### src/rtl/vga_mem_scheduler.sv
// Single-port pixel memory scheduler: VGA scan-out owns the memory during the
// visible area, the host port is served in blanking, and read data is steered back by tag.
module vga_mem_scheduler #(
  parameter  int P_CNT_WIDTH  = 8,
  parameter  int P_H_BITS     = 8,
  parameter  int P_V_BITS     = 7,
  parameter  int P_DATA_WIDTH = 8,
  parameter  int P_RD_LATENCY = 2,
  localparam int LP_ADDR_W    = 1 + P_V_BITS + P_H_BITS
) (
  input  logic                    i_clk,
  input  logic                    i_rst_n,
  input  logic [P_CNT_WIDTH-1:0]  ia_h_coord,
  input  logic [P_CNT_WIDTH-1:0]  ia_v_coord,
  input  logic                    i_visible,
  input  logic                    i_frame_sync,
  output logic                    o_pix_valid,
  output logic [P_DATA_WIDTH-1:0] oa_pix_data,
  input  logic                    i_host_valid,
  output logic                    o_host_ready,
  input  logic                    i_host_we,
  input  logic [LP_ADDR_W-1:0]    ia_host_addr,
  input  logic [P_DATA_WIDTH-1:0] ia_host_wdata,
  output logic                    o_host_rvalid,
  output logic [P_DATA_WIDTH-1:0] oa_host_rdata,
  input  logic                    i_flip_req,
  output logic                    o_flip_pending,
  output logic                    o_disp_page,
  output logic                    o_mem_en,
  output logic                    o_mem_we,
  output logic [LP_ADDR_W-1:0]    oa_mem_addr,
  output logic [P_DATA_WIDTH-1:0] oa_mem_wdata,
  input  logic [P_DATA_WIDTH-1:0] ia_mem_rdata
);

  typedef enum logic [1:0] {GNT_IDLE, GNT_DISP, GNT_HOST} grant_e;
  typedef struct packed {
    logic disp;
    logic host;
  } tag_t;

  grant_e               grant;
  logic [LP_ADDR_W-1:0] disp_addr;
  tag_t                 req_tag;
  tag_t                 tag_pipe [P_RD_LATENCY];

  // Coordinate bits above the address slice are intentionally ignored.
  logic unused_coord_bits;
  assign unused_coord_bits = ^{ia_h_coord, ia_v_coord};

  assign disp_addr    = {o_disp_page, ia_v_coord[P_V_BITS-1:0], ia_h_coord[P_H_BITS-1:0]};
  assign o_host_ready = ~i_visible;

  // NOTE: every variable driven here gets a default first, so no path can infer a latch.
  always_comb begin
    grant = GNT_IDLE;
    if (i_visible)         grant = GNT_DISP;
    else if (i_host_valid) grant = GNT_HOST;
  end

  // NOTE: sequential state uses non-blocking assignments so all registers update together.
  always_ff @(posedge i_clk or negedge i_rst_n) begin
    if (!i_rst_n) begin
      o_mem_en     <= 1'b0;
      o_mem_we     <= 1'b0;
      oa_mem_addr  <= '0;
      oa_mem_wdata <= '0;
      req_tag      <= '0;
    end else begin
      o_mem_en <= (grant != GNT_IDLE);
      o_mem_we <= (grant == GNT_HOST) && i_host_we;
      req_tag  <= '{disp: (grant == GNT_DISP), host: (grant == GNT_HOST) && !i_host_we};
      case (grant)
        GNT_DISP: oa_mem_addr <= disp_addr;
        GNT_HOST: begin
          oa_mem_addr  <= ia_host_addr;
          oa_mem_wdata <= ia_host_wdata;
        end
        default: ;
      endcase
    end
  end

  // req_tag travels with o_mem_*; the shift below then covers the memory latency,
  // so the last stage lines up with valid read data.
  // NOTE: the tag shift is explicitly reset so reads in flight at reset never return a valid.
  always_ff @(posedge i_clk or negedge i_rst_n) begin
    if (!i_rst_n) begin
      for (int i = 0; i < P_RD_LATENCY; i++) tag_pipe[i] <= '0;
    end else begin
      tag_pipe[0] <= req_tag;
      for (int i = 1; i < P_RD_LATENCY; i++) tag_pipe[i] <= tag_pipe[i-1];
    end
  end

  always_ff @(posedge i_clk or negedge i_rst_n) begin
    if (!i_rst_n) begin
      o_pix_valid   <= 1'b0;
      oa_pix_data   <= '0;
      o_host_rvalid <= 1'b0;
      oa_host_rdata <= '0;
    end else begin
      o_pix_valid   <= tag_pipe[P_RD_LATENCY-1].disp;
      o_host_rvalid <= tag_pipe[P_RD_LATENCY-1].host;
      if (tag_pipe[P_RD_LATENCY-1].disp) oa_pix_data   <= ia_mem_rdata;
      if (tag_pipe[P_RD_LATENCY-1].host) oa_host_rdata <= ia_mem_rdata;
    end
  end

  // A flip request coincident with the sync only arms; it never swaps on that same sync.
  always_ff @(posedge i_clk or negedge i_rst_n) begin
    if (!i_rst_n) begin
      o_disp_page    <= 1'b0;
      o_flip_pending <= 1'b0;
    end else if (i_frame_sync && o_flip_pending) begin
      o_disp_page    <= ~o_disp_page;
      o_flip_pending <= 1'b0;
    end else if (i_flip_req) begin
      o_flip_pending <= 1'b1;
    end
  end

endmodule

### config.mk
export PLATFORM = sky130hd
export DESIGN_NAME = vga_mem_scheduler
export DESIGN_NICKNAME = d
export VERILOG_FILES = /design/src/rtl/vga_mem_scheduler.sv
export SDC_FILE = /design/constraint.sdc
export NUM_CORES = 1
export LEC_CHECK = 0
export BUFFER_PORTS_ARGS = -buffer_cell sky130_fd_sc_hd__buf_4
export CAP_MARGIN = 20
export CORE_MARGIN = 2
export CORE_UTILIZATION = 30
export DETAILED_ROUTE_END_ITERATION = 6
export PLACE_DENSITY = 0.58
export SYNTH_ARGS = -nofsm -noshare
export SYNTH_HDL_FRONTEND = slang
export SYNTH_SLANG_ARGS = --single-unit
export TNS_END_PERCENT = 30
### constraint.sdc
create_clock -name i_clk -period 3.6 [get_ports i_clk]
set_clock_uncertainty 0.2 [all_clocks]
set_input_delay 0.18 -clock i_clk [delete_from_list [all_inputs] [get_ports i_clk]]
set_output_delay 0.18 -clock i_clk [all_outputs]
set_load 0.05 [all_outputs]
# After elaboration in Yosys (flattened, before gate mapping)
# Cells that the tools add are included.
[classes]
n_mul = 0
magnitude_cmp = 0
n_addsub = 0
n_shift = 0
n_div = 0
n_eq_ne = 2
n_reduce_logical = 7
bitwise = 2
n_mux = 5
[ops]
columns = ["op", "count"]
rows = [
  ["$pmux 16 s2", 1],
  ["$reduce_bool 2->1", 3],
  ["$mux 2", 2],
  ["$logic_and 1x1->1", 3],
  ["$eq 2x1->1 const B", 1],
  ["$eq 2x2->1 const B", 1],
  ["$mux 1", 2],
  ["$not 1->1", 2],
  ["$logic_not 1->1", 1],
]
[totals]
register_bits = 52
mem_bits_ro = 0
in_bits = 55
mem_count = 0
out_inout_bits = 47
mem_bits_rw = 0
elab_cells = 32
latch_bits = 0

# Logic depth before layout (Yosys ltp)
# Gate-level depths: netlist of the first run.
[depth]
word_depth = 4
ltp_mapped = 4
ltp_nobuf = 2

# Worst setup path after synthesis of the first run
# OpenSTA, ideal clock, no wires.
[synth_timing]
kind = "reg2reg"
start = "register o_flip_pending"
end = "register o_disp_page"
required_time_ns = 3.259
setup_time_ns = 0.141
path_stages_with_launch = 3
period_less_slack_ns = 1.232
path_slack_ns = 2.368
n_path_buf = 0
arrival_time_ns = 0.891
cell_sequence = "dfrtp_1 > nand2_1 > xnor2_1"
[synth_between]
elab_chain_cells = 1
[synth_lines]
columns = ["item", "line", "text"]
rows = [
  ["start, declared", "27", "output logic o_flip_pending,"],
  ["start signal, assigned", "114", "o_flip_pending <= 1'b0;"],
  ["start signal, assigned", "117", "o_flip_pending <= 1'b0;"],
  ["start signal, assigned", "119", "o_flip_pending <= 1'b1;"],
  ["$logic_and 1x1->1", "115", "end else if (i_frame_sync && o_flip_pending) begin"],
  ["end signal, assigned", "116", "o_disp_page <= ~o_disp_page;"],
  ["end, declared", "28", "output logic o_disp_page,"],
]
# Every way passes these cells.
# A chain may end at the register's enable or synchronous reset.

# Final worst setup path of the first run
[layout_timing]
start = "input port i_visible"
end = "register oa_mem_addr[2]"
[layout_between]
elab_chain_cells = 3
elab_cells_between_ends = 5
classes_between = "eq/ne (2); mux (2); reduce/logical (1)"
[layout_lines]
columns = ["item", "line", "text"]
rows = [
  ["start, declared", "15", "input logic i_visible,"],
  ["$mux 2 (*)", "57", "if (i_visible) grant = GNT_DISP;"],
  ["$eq 2x2->1 / $eq 2x1->1 (equally long branches)", "73", "case (grant)"],
  ["$pmux 16 s2 / $reduce_bool 2->1 (equally long branches)", "n/a", ""],
  ["end signal, assigned", "74", "GNT_DISP: oa_mem_addr <= disp_addr;"],
  ["end signal, assigned", "76", "oa_mem_addr <= ia_host_addr;"],
  ["end, declared", "31", "output logic [LP_ADDR_W-1:0] oa_mem_addr,"],
]
# Mark *: on every way between the ends. The rest lies on a longest branch, timed or not.

==> results of run 1 <==
## worst paths after layout
path	startpoint	endpoint	slack [ns]	cells past startpoint
worst min register to register	req_tag[1]$_DFF_PN0_	tag_pipe[3]$_DFF_PN0_	0.16	0
min in group asynchronous	i_rst_n	oa_mem_wdata[3]$_DFFE_PN0N_	0.25	2
worst min-delay path	ia_host_addr[7]	oa_mem_addr[7]$_DFFE_PN0P_	0.02	3
worst max-delay path	i_visible	oa_mem_addr[2]$_DFFE_PN0P_	1.83	4
max in group asynchronous	i_rst_n	oa_mem_wdata[1]$_DFFE_PN0N_	2.52	2
worst max register to register	oa_mem_addr[2]$_DFFE_PN0P_	oa_mem_addr[2]$_DFFE_PN0P_	2.07	3
## logic make-up (layout without fill, tap and decap cells)
family / Yosys count / count (layout)
compound gates: 16 / 16
simple gates: 21 / 21
mux: 41 / 41
buf+inv: 12 / 161
xor+xnor: 1 / 1
flops: 52 / 52
## repair_timing
| action | in CTS | in global routing |
|---|---|---|
| hold buffers | 51 | 0 |
| gates resized for setup | 0 | 0 |
| hold endpoints to repair | 97 | 0 |
## cells in the mapped netlist (all sizes together)
master	instances
and3	1
buf	6
clkbuf	4
dfrtp	52
inv	2
mux2	24
mux2i	17
nand2	17
nand2b	1
nor2	1
o21ai	16
or2	1
xnor2	1
## cell type report
| type | instances | area, um2 | area share |
|---|---|---|---|
| Timing Repair Buffer | 151 | 1260 | 0.368 |
| Sequential cell | 52 | 1300 | 0.379 |
| Multi-Input combinational cell | 79 | 653 | 0.190 |
| Clock inverter | 3 | 42.5 | 0.0124 |
| Tap cell | 77 | 96.3 | 0.0281 |
| Clock buffer | 5 | 68.8 | 0.0201 |
| Inverter | 2 | 7.51 | 0.00219 |
## metal layers
metal  vias to the layer above  GRT usage
li1                        774          -
met1                       749      0.180
met2                        81      0.230
met3                         5     0.0562
met4                         0     0.0341
met5                         -          0
## power by group
part	internal (mW)	total, mW	switching (mW)	leakage, nW
Sequential	0.654	0.697	0.0433	0.623
Clock	0.206	0.399	0.193	0.0541
Combinational	0.229	0.571	0.342	1.02
Total	1.09	1.67	0.578	1.70
## worst max-delay path, cell delays in order
cell and delay, ns:
dlygate4sd3_1 0.52, buf_4 0.30, o21ai_0 0.17, dlygate4sd3_1 0.58
## sequential cells by signal, summed over array words and instances, names as in the netlist
register and count:
oa_mem_addr 16, oa_host_rdata 8, oa_mem_wdata 8, oa_pix_data 8, tag_pipe 4, req_tag 2
o_disp_page 1, o_flip_pending 1, o_host_rvalid 1, o_mem_en 1, o_mem_we 1, o_pix_valid 1
## cell usage in the layout, fill, tap and decap left out
master,synthesis,final
bufinv_16,0,1
inv_1,2,2
mux2_4,8,8
mux2_2,16,16
clkinv_2,0,1
clkinvlp_4,0,1
xnor2_1,1,1
dfrtp_1,52,52
o21ai_0,16,16
mux2i_1,17,17
nor2_1,1,1
and3_1,1,1
buf_4,0,100
nand2b_4,1,1
nand2_1,17,17
clkbuf_8,0,5
dlygate4sd3_1,0,51
or2_2,1,1
## per-stage QoR
step / total power, mW / setup slack [ns] / hold WS, ns / instance area [um2]
finish: 1.67 / 1.83 / 0.0174 / 3430
floorplan: 1.04 / 2.37 / -0.316 / 2030
global route: 1.75 / 1.75 / 0.0400 / 3430
detailed placement: 1.23 / 2.16 / 0.0646 / 2810
global placement: 1.23 / 2.16 / 0.0618 / 2810
CTS: 1.69 / 1.87 / 0.0330 / 3430
==> impl_metrics.toml, run 1 <==
[pwr]
p_per_area_nw_per_um2 = 486
p_leak_nw = 1.70
vdd_ir_drop_max_v = 0.000241

[layout]
drive_gt1_frac = 0.459
instances_no_fill = 369
area_growth_pct = 68.8
diodes = 0
fillerInstances = 559
num-nets-final = 346
fin_util = 0.531

[synth]
synth_fa_ha_area_frac = 0
synthTopCellsByArea = "dfrtp_1, mux2_2, mux2i_1, mux2_4, o21ai_0"
synth_area_leader_cell = "dfrtp_1"
synth_xor_area_frac = 0.00431
synth_top_family_by_area = "multiplexers"
ys_warn_count = 0
synth_compound_area_frac = 0.0394
yosysTopAreaCellShare = 0.640
netlist_area_um2 = 2030
muxShareOfSynthArea = 0.232
ys_types = 15
ys_seq_area_frac = 0.640
synth-seq-cells = 52
synth_nets = 198
synth-simple-area-share = 0.0462
syn_area_per_cell_um2 = 14.2
syn_inst = 143

[clock_network]
cts_root_buf = "clkbuf_8"
cts_buffers = 5
clk_latency_ns = 0.30
cts_buffer_depth = 2
cts_sinks = 52
post-cts-setup-buffer-count = 0
cts_htree_levels = 2
cts_tree = "built"
path_clk_slew_ns = 0.10

[sta]
finalSetupViolCount = 0
period_minus_slack_ns = 1.77
tns_ns = 0
hold_viol_final = 0
fmax_mhz = 565
drv_slew = 0
post-route-period-util = 0.492
slew_headroom = 0.563
tightestPinTransition_ns = 0.655
rsz0062_at_grt = "no"

[route]
vias = 1609
first_iter_violations = 16
met2WireLength_mm = 2.31
vias_per_cell = 4.36
drtPass1Iterations = 4
ant_nets = 0
wl_met1_mm = 2.21
wirelength_mm = 5.06
wire_per_inst_um = 13.7
top_layer = "met4"
met3_length_um = 486
drc = 0

[global_routing]
grt_overflow = 0
antenna_found_initial = 0
grt_start_max_net_pins = 53
grt_usage = 0.142
grt_pass1_wl_mm = 8.27
grt_pass1_vias = 1737

[floorplan]
core_area_um2 = 6460
die_area_um2 = 7450
initial_core_util = 0.315
die_h_um = 86.3
ios = 102
die_x_um = 86.3
rows = 29

[worst_setup_path]
crit_type = "primary input to register"
crit_arrival_ns = 1.76
critPathLaunchType = "primary input"
crit_path_end_kind = "register"
critPathRequiredTime_ns = 3.59
critPathMaxFanout = 36

[run_status]
status = "finished clean"

[placed_design]
gp_congestion = 0.678
placedCellCount = 310
port_buffers = 100

[min_path]
hp-class = "primary input to register"

[run]
cap_violations = 0
Note: power is estimated with default switching activity, not from simulation.
==> inputs of run 2 (changes only) <==
==> constraint.sdc (replaced) <==
create_clock -name i_clk -period 1.8 [get_ports i_clk]
set_clock_uncertainty 0.2 [all_clocks]
set_input_delay 0.09 -clock i_clk [delete_from_list [all_inputs] [get_ports i_clk]]
set_output_delay 0.09 -clock i_clk [all_outputs]
set_load 0.05 [all_outputs]
==> run 2 against run 1 <==
- design area is 0.91% higher
- combinational power is 100% higher
- count of clock-buffer cells in the layout is 1 higher
- setup slack worse by 1.7 ns
- non-clock buffer count is 3 higher
- cell count is 0.81% higher
- global-route usage is 0.19 points lower
- worst hold slack better by 0.011 ns
- sequential share of layout area is 0.34 points lower
- power is 100% higher
- clock power is 100% higher
- largest power group unchanged
==> impl_metrics.toml, run 2 (synthesis results as in run 1) <==
[clock_network]
clk_latency_ns = 0.30
path_clk_slew_ns = 0.10
cts_buffers = 5
post-cts-setup-buffer-count = 0
cts_buffer_depth = 2
cts_tree = "built"
cts_root_buf = "clkbuf_8"
cts_htree_levels = 2
cts_sinks = 52

[sta]
rsz0062_at_grt = "no"
drv_slew = 0
setup_slack_ns = 0.0846
post-route-period-util = 0.953
tns_ns = 0
hold_viol_final = 0
slew_headroom = 0.566
finalSetupViolCount = 0
period_minus_slack_ns = 1.72
tightestPinTransition_ns = 0.651
fmax_mhz = 583

[pwr]
power_frac_comb = 0.343
power_frac_clock = 0.240
p_leak_nw = 1.72
seqPwrFrac = 0.417
p_switching_mw = 1.16
internal-power_mw = 2.19
vdd_ir_drop_max_v = 0.000421
p_per_area_nw_per_um2 = 969
p_total_mw = 3.36
swShare = 0.347

[min_path]
holdPathStages = 2
hp-class = "primary input to register"

[layout]
diodes = 0
area_growth_pct = 70.4
top_register = "oa_mem_addr"
instances_no_fill = 372
drive_gt1_frac = 0.454
final_cell_mix = "buf_4, dlygate4sd3_1, dfrtp_1"
num-nets-final = 349
fillerInstances = 565
largest_reg_flops = 16
layout_commonest_cell = "buf_4"

[worst_setup_path]
critPathRequiredTime_ns = 1.79
critPathLaunchType = "primary input"
crit_path_end_kind = "register"
crit_type = "primary input to register"
reg2regPathDepth = 3
critPathMaxFanout = 35
r2r_setup_slack_ns = 0.30
crit_arrival_ns = 1.70

[floorplan]
core_area_um2 = 6460
die_area_um2 = 7450
initial_core_util = 0.315
die_x_um = 86.3
rows = 29
die_h_um = 86.3
ios = 102

[placed_design]
port_buffers = 100
pre_cts_slack_ns = 0.530
gp_congestion = 0.673
dp_hpwl_mm = 3.16
placedCellCount = 311

[global_routing]
grt_pass1_vias = 1710
antenna_found_initial = 0
grt_start_max_net_pins = 53
grt_overflow = 0
grt_pass1_wl_mm = 8.12
grt_usage = 0.140

[route]
ant_nets = 0
drtPass1Iterations = 3
wire_per_inst_um = 13.7
first_iter_violations = 36
drc = 0
wirelength_mm = 5.11
vias = 1619
vias_per_cell = 4.35

[run]
cap_violations = 0

[run_status]
status = "finished clean"
==> run 2: cell types whose count changed in the layout (fill, tap and decap cells not counted) <==
| cell | before | now |
|---|---|---|
| buf_6 | 0 | 1 |
| inv_6 | 0 | 1 |
| clkinv_2 | 1 | 0 |
| clkbuf_1 | 0 | 1 |
| clkinvlp_4 | 1 | 0 |
| dlygate4sd3_1 | 51 | 53 |
==> run 2: timing repair <==
action                                 4_1_cts  5_1_grt
hold buffers                                53        0
endpoints found under the hold margin       97        0
setup endpoints to repair                    0        4
gates resized for setup                      0        1
==> run 2: final timing paths <==
check                                           start                     endpoint
min reg2reg                      req_tag[0]$_DFF_PN0_        tag_pipe[2]$_DFF_PN0_
max reg2reg                oa_mem_addr[1]$_DFFE_PN0P_   oa_mem_addr[1]$_DFFE_PN0P_
min in group asynchronous                     i_rst_n   oa_pix_data[1]$_DFFE_PN0P_
max                                         i_visible  oa_mem_addr[13]$_DFFE_PN0P_
max in group asynchronous                     i_rst_n   oa_mem_addr[3]$_DFFE_PN0P_
min                                      i_host_valid           o_mem_we$_DFF_PN0_
==> run 2: final cells by class <==
type / count / area (um2) / share of cell area
well taps: 77 / 96.3 / 0.0278
multi-input cells: 79 / 653 / 0.189
inverters: 2 / 7.51 / 0.00217
repair buffers: 154 / 1290 / 0.373
clock buffers: 6 / 72.6 / 0.0210
clock inverters: 2 / 38.8 / 0.0112
flip-flops and latches: 52 / 1300 / 0.376
==> run 2: critical path: stages <==
cell           delay (ns)
dlygate4sd3_1        0.54
buf_4                0.14
buf_6                0.17
nand2_1              0.09
o21ai_0              0.09
dlygate4sd3_1        0.58
==> run 2: metal layers <==
layer	vias to the layer above	routed length (um)	GRT usage
met5	-	0	0
met4	0	48	0.0469
met3	6	426	0.0457
met2	82	2300	0.228
met1	749	2330	0.178
li1	782	-	-
==> run 2: power groups by stage <==
stage | clock network, mW | logic, mW | registers [mW]
2_1_floorplan | 0 | 0.197 | 1.88
3_3_place_gp | 0 | 1.03 | 1.42
3_5_place_dp | 0 | 1.04 | 1.42
4_1_cts | 0.845 | 1.15 | 1.40
5_1_grt | 0.890 | 1.21 | 1.42
6_report | 0.806 | 1.15 | 1.40
==> run 2: per-stage QoR <==
stage / hold slack, ns / cell area [um2] / util
6_report: 0.0280 / 3460 / 0.536
5_1_grt: 0.00944 / 3460 / 0.536
4_1_cts: 0.00254 / 3460 / 0.535
3_5_place_dp: -0.0274 / 2820 / 0.436
3_3_place_gp: -0.0256 / 2820 / 0.436
2_1_floorplan: -0.406 / 2030 / -
==> inputs of run 3 (changes only) <==
==> constraint.sdc (replaced) <==
create_clock -name i_clk -period 1.75 [get_ports i_clk]
set_clock_uncertainty 0.2 [all_clocks]
set_input_delay 0.0875 -clock i_clk [delete_from_list [all_inputs] [get_ports i_clk]]
set_output_delay 0.0875 -clock i_clk [all_outputs]
set_load 0.05 [all_outputs]
==> run 3 against run 2 <==
- power is 1.4% lower
- via count is 2.4% higher
- global-route usage rose by 0.65 points
- count of clock-buffer cells in the layout up 2
- critical endpoint is now oa_mem_addr[9]$_DFFE_PN0P_
==> impl_metrics.toml, run 3 (synthesis results as in run 1) <==
[run_status]
status = "finished clean"

[global_routing]
grt_pass1_wl_mm = 8.56
grt-busiest-layer = "met2"
grt_start_max_net_pins = 53
grt_util_met1 = 0.185
grt_overflow = 0
antenna_found_initial = 0
grt_usage = 0.147
grtUsageMet2 = 0.243
grt_pass1_vias = 1789
met3_usage = 0.0476

[clock_network]
path_clk_slew_ns = 0.09
cts_buffers = 5
cts_buffer_depth = 2
cts_tree = "built"
cts_sinks = 52
cts_htree_levels = 2
post-cts-setup-buffer-count = 0
cts_root_buf = "clkbuf_8"
clk_latency_ns = 0.29

[worst_setup_path]
crit_top_cell = "dlygate4sd3_1"
critPathMaxFanout = 1
critical_path.max_stage_delay_ns = 0.56
r2r_setup_slack_ns = 0.24
critPathRequiredTime_ns = 1.71
r2r-start = "oa_mem_addr[7]$_DFFE_PN0P_"
crit_path_end_kind = "register"
crit_type = "primary input to register"
startpoint = "ia_v_coord[1]"
crit_arrival_ns = 1.50
crit_chain = "dlygate4sd3_1, buf_4, nand2_1, dlygate4sd3_1, o21ai_0"
critPathLaunchType = "primary input"
slowest_stage = "dlygate4sd3_1"

[sta]
hold_viol_final = 0
post-route-period-util = 0.878
finalSetupViolCount = 0
drv_slew = 0
rsz0062_at_grt = "no"
tightestPinTransition_ns = 0.649
tns_ns = 0
period_minus_slack_ns = 1.54
fmax_mhz = 651
slew_headroom = 0.568

[floorplan]
rows = 29
initial_core_util = 0.315
core_area_um2 = 6460
die_area_um2 = 7450
die_h_um = 86.3
die_x_um = 86.3
ios = 102

[route]
drtPass1Iterations = 6
ant_nets = 0
wirelength_mm = 5.18
vias_per_cell = 4.40
drc = 0
first_iter_violations = 31
vias = 1658
wire_per_inst_um = 13.7

[min_path]
hold_start = "i_host_valid"
hp-class = "primary input to register"

[pwr]
p_total_mw = 3.31
p_per_area_nw_per_um2 = 949
p_leak_nw = 1.72
vdd_ir_drop_max_v = 0.000476

[layout]
top_register = "oa_mem_addr"
largest_reg_flops = 16
drive_gt1_frac = 0.443
num-nets-final = 354
layout_commonest_cell = "buf_4"
final_cell_mix = "buf_4, dlygate4sd3_1, dfrtp_1"
diodes = 0
area_growth_pct = 71.6

[placed_design]
dp_hpwl_mm = 3.20
port_buffers = 100
gp_congestion = 0.696

[run]
cap_violations = 0
-- run 3: cell types whose count changed in the layout (fill, tap and decap cells not counted) --
cell and delta:
clkbuf_1 +1, clkbuf_8 +1, dlygate4sd3_1 +5, bufinv_16 -1
inv_6 -1, buf_6 -1, buf_4 +1
-- run 3: through the flow --
step                       util  worst slack, ns  hold WS (ns)  cell area, um2  std cells
after floorplan               -            0.518        -0.408            2030        143
after global placement    0.436            0.475       -0.0283            2820        311
final                     0.540            0.214        0.0342            3490        377
after CTS                 0.540            0.241        0.0138            3490        377
after detailed placement  0.436            0.468       -0.0333            2820        311
after global routing      0.540            0.174        0.0110            3490        377
-- run 3: area by class of cell --
| cell class | instances | area, um2 |
|---|---|---|
| Tap cell | 77 | 96.3 |
| Sequential cell | 52 | 1300 |
| Clock buffer | 8 | 90.1 |
| Fill cell | 556 | 2970 |
| Multi-Input combinational cell | 79 | 653 |
| Inverter | 2 | 7.51 |
| Timing Repair Buffer | 159 | 1340 |
-- run 3: path summary, 6_finish.rpt --
path	cells after the start	end
worst max register to register	3	oa_mem_addr[7]$_DFFE_PN0P_
worst min-delay path	2	o_mem_we$_DFF_PN0_
max in group asynchronous	2	tag_pipe[2]$_DFF_PN0_
min in group asynchronous	2	oa_host_rdata[0]$_DFFE_PN0P_
worst min register to register	0	tag_pipe[0]$_DFF_PN0_
worst max-delay path	5	oa_mem_addr[9]$_DFFE_PN0P_
-- run 3: worst max-delay path, delay by kind of cell --
family                 cells  cell delay, ns
buffers and inverters      3            1.25
AND/OR/NAND/NOR            1            0.07
AO/OA/AOI/OAI              1            0.10
-- run 3: timing repair --
| action | CTS | global route |
|---|---|---|
| hold buffers | 58 | 0 |
| endpoints found under the hold margin | 97 | 0 |
| gates resized for setup | 0 | 0 |
-- run 3: layer usage --
| layer | vias to the layer above | wire length, um |
|---|---|---|
| met2 | 82 | 2410 |
| met3 | 4 | 474 |
| met5 | - | 0 |
| met1 | 782 | 2250 |
| met4 | 0 | 42 |
| li1 | 790 | - |
-- run 3: where the power goes --
| group | internal, mW | switching (mW) |
|---|---|---|
| sequential | 1.35 | 0.0937 |
| combinational | 0.477 | 0.706 |
| clock | 0.323 | 0.364 |
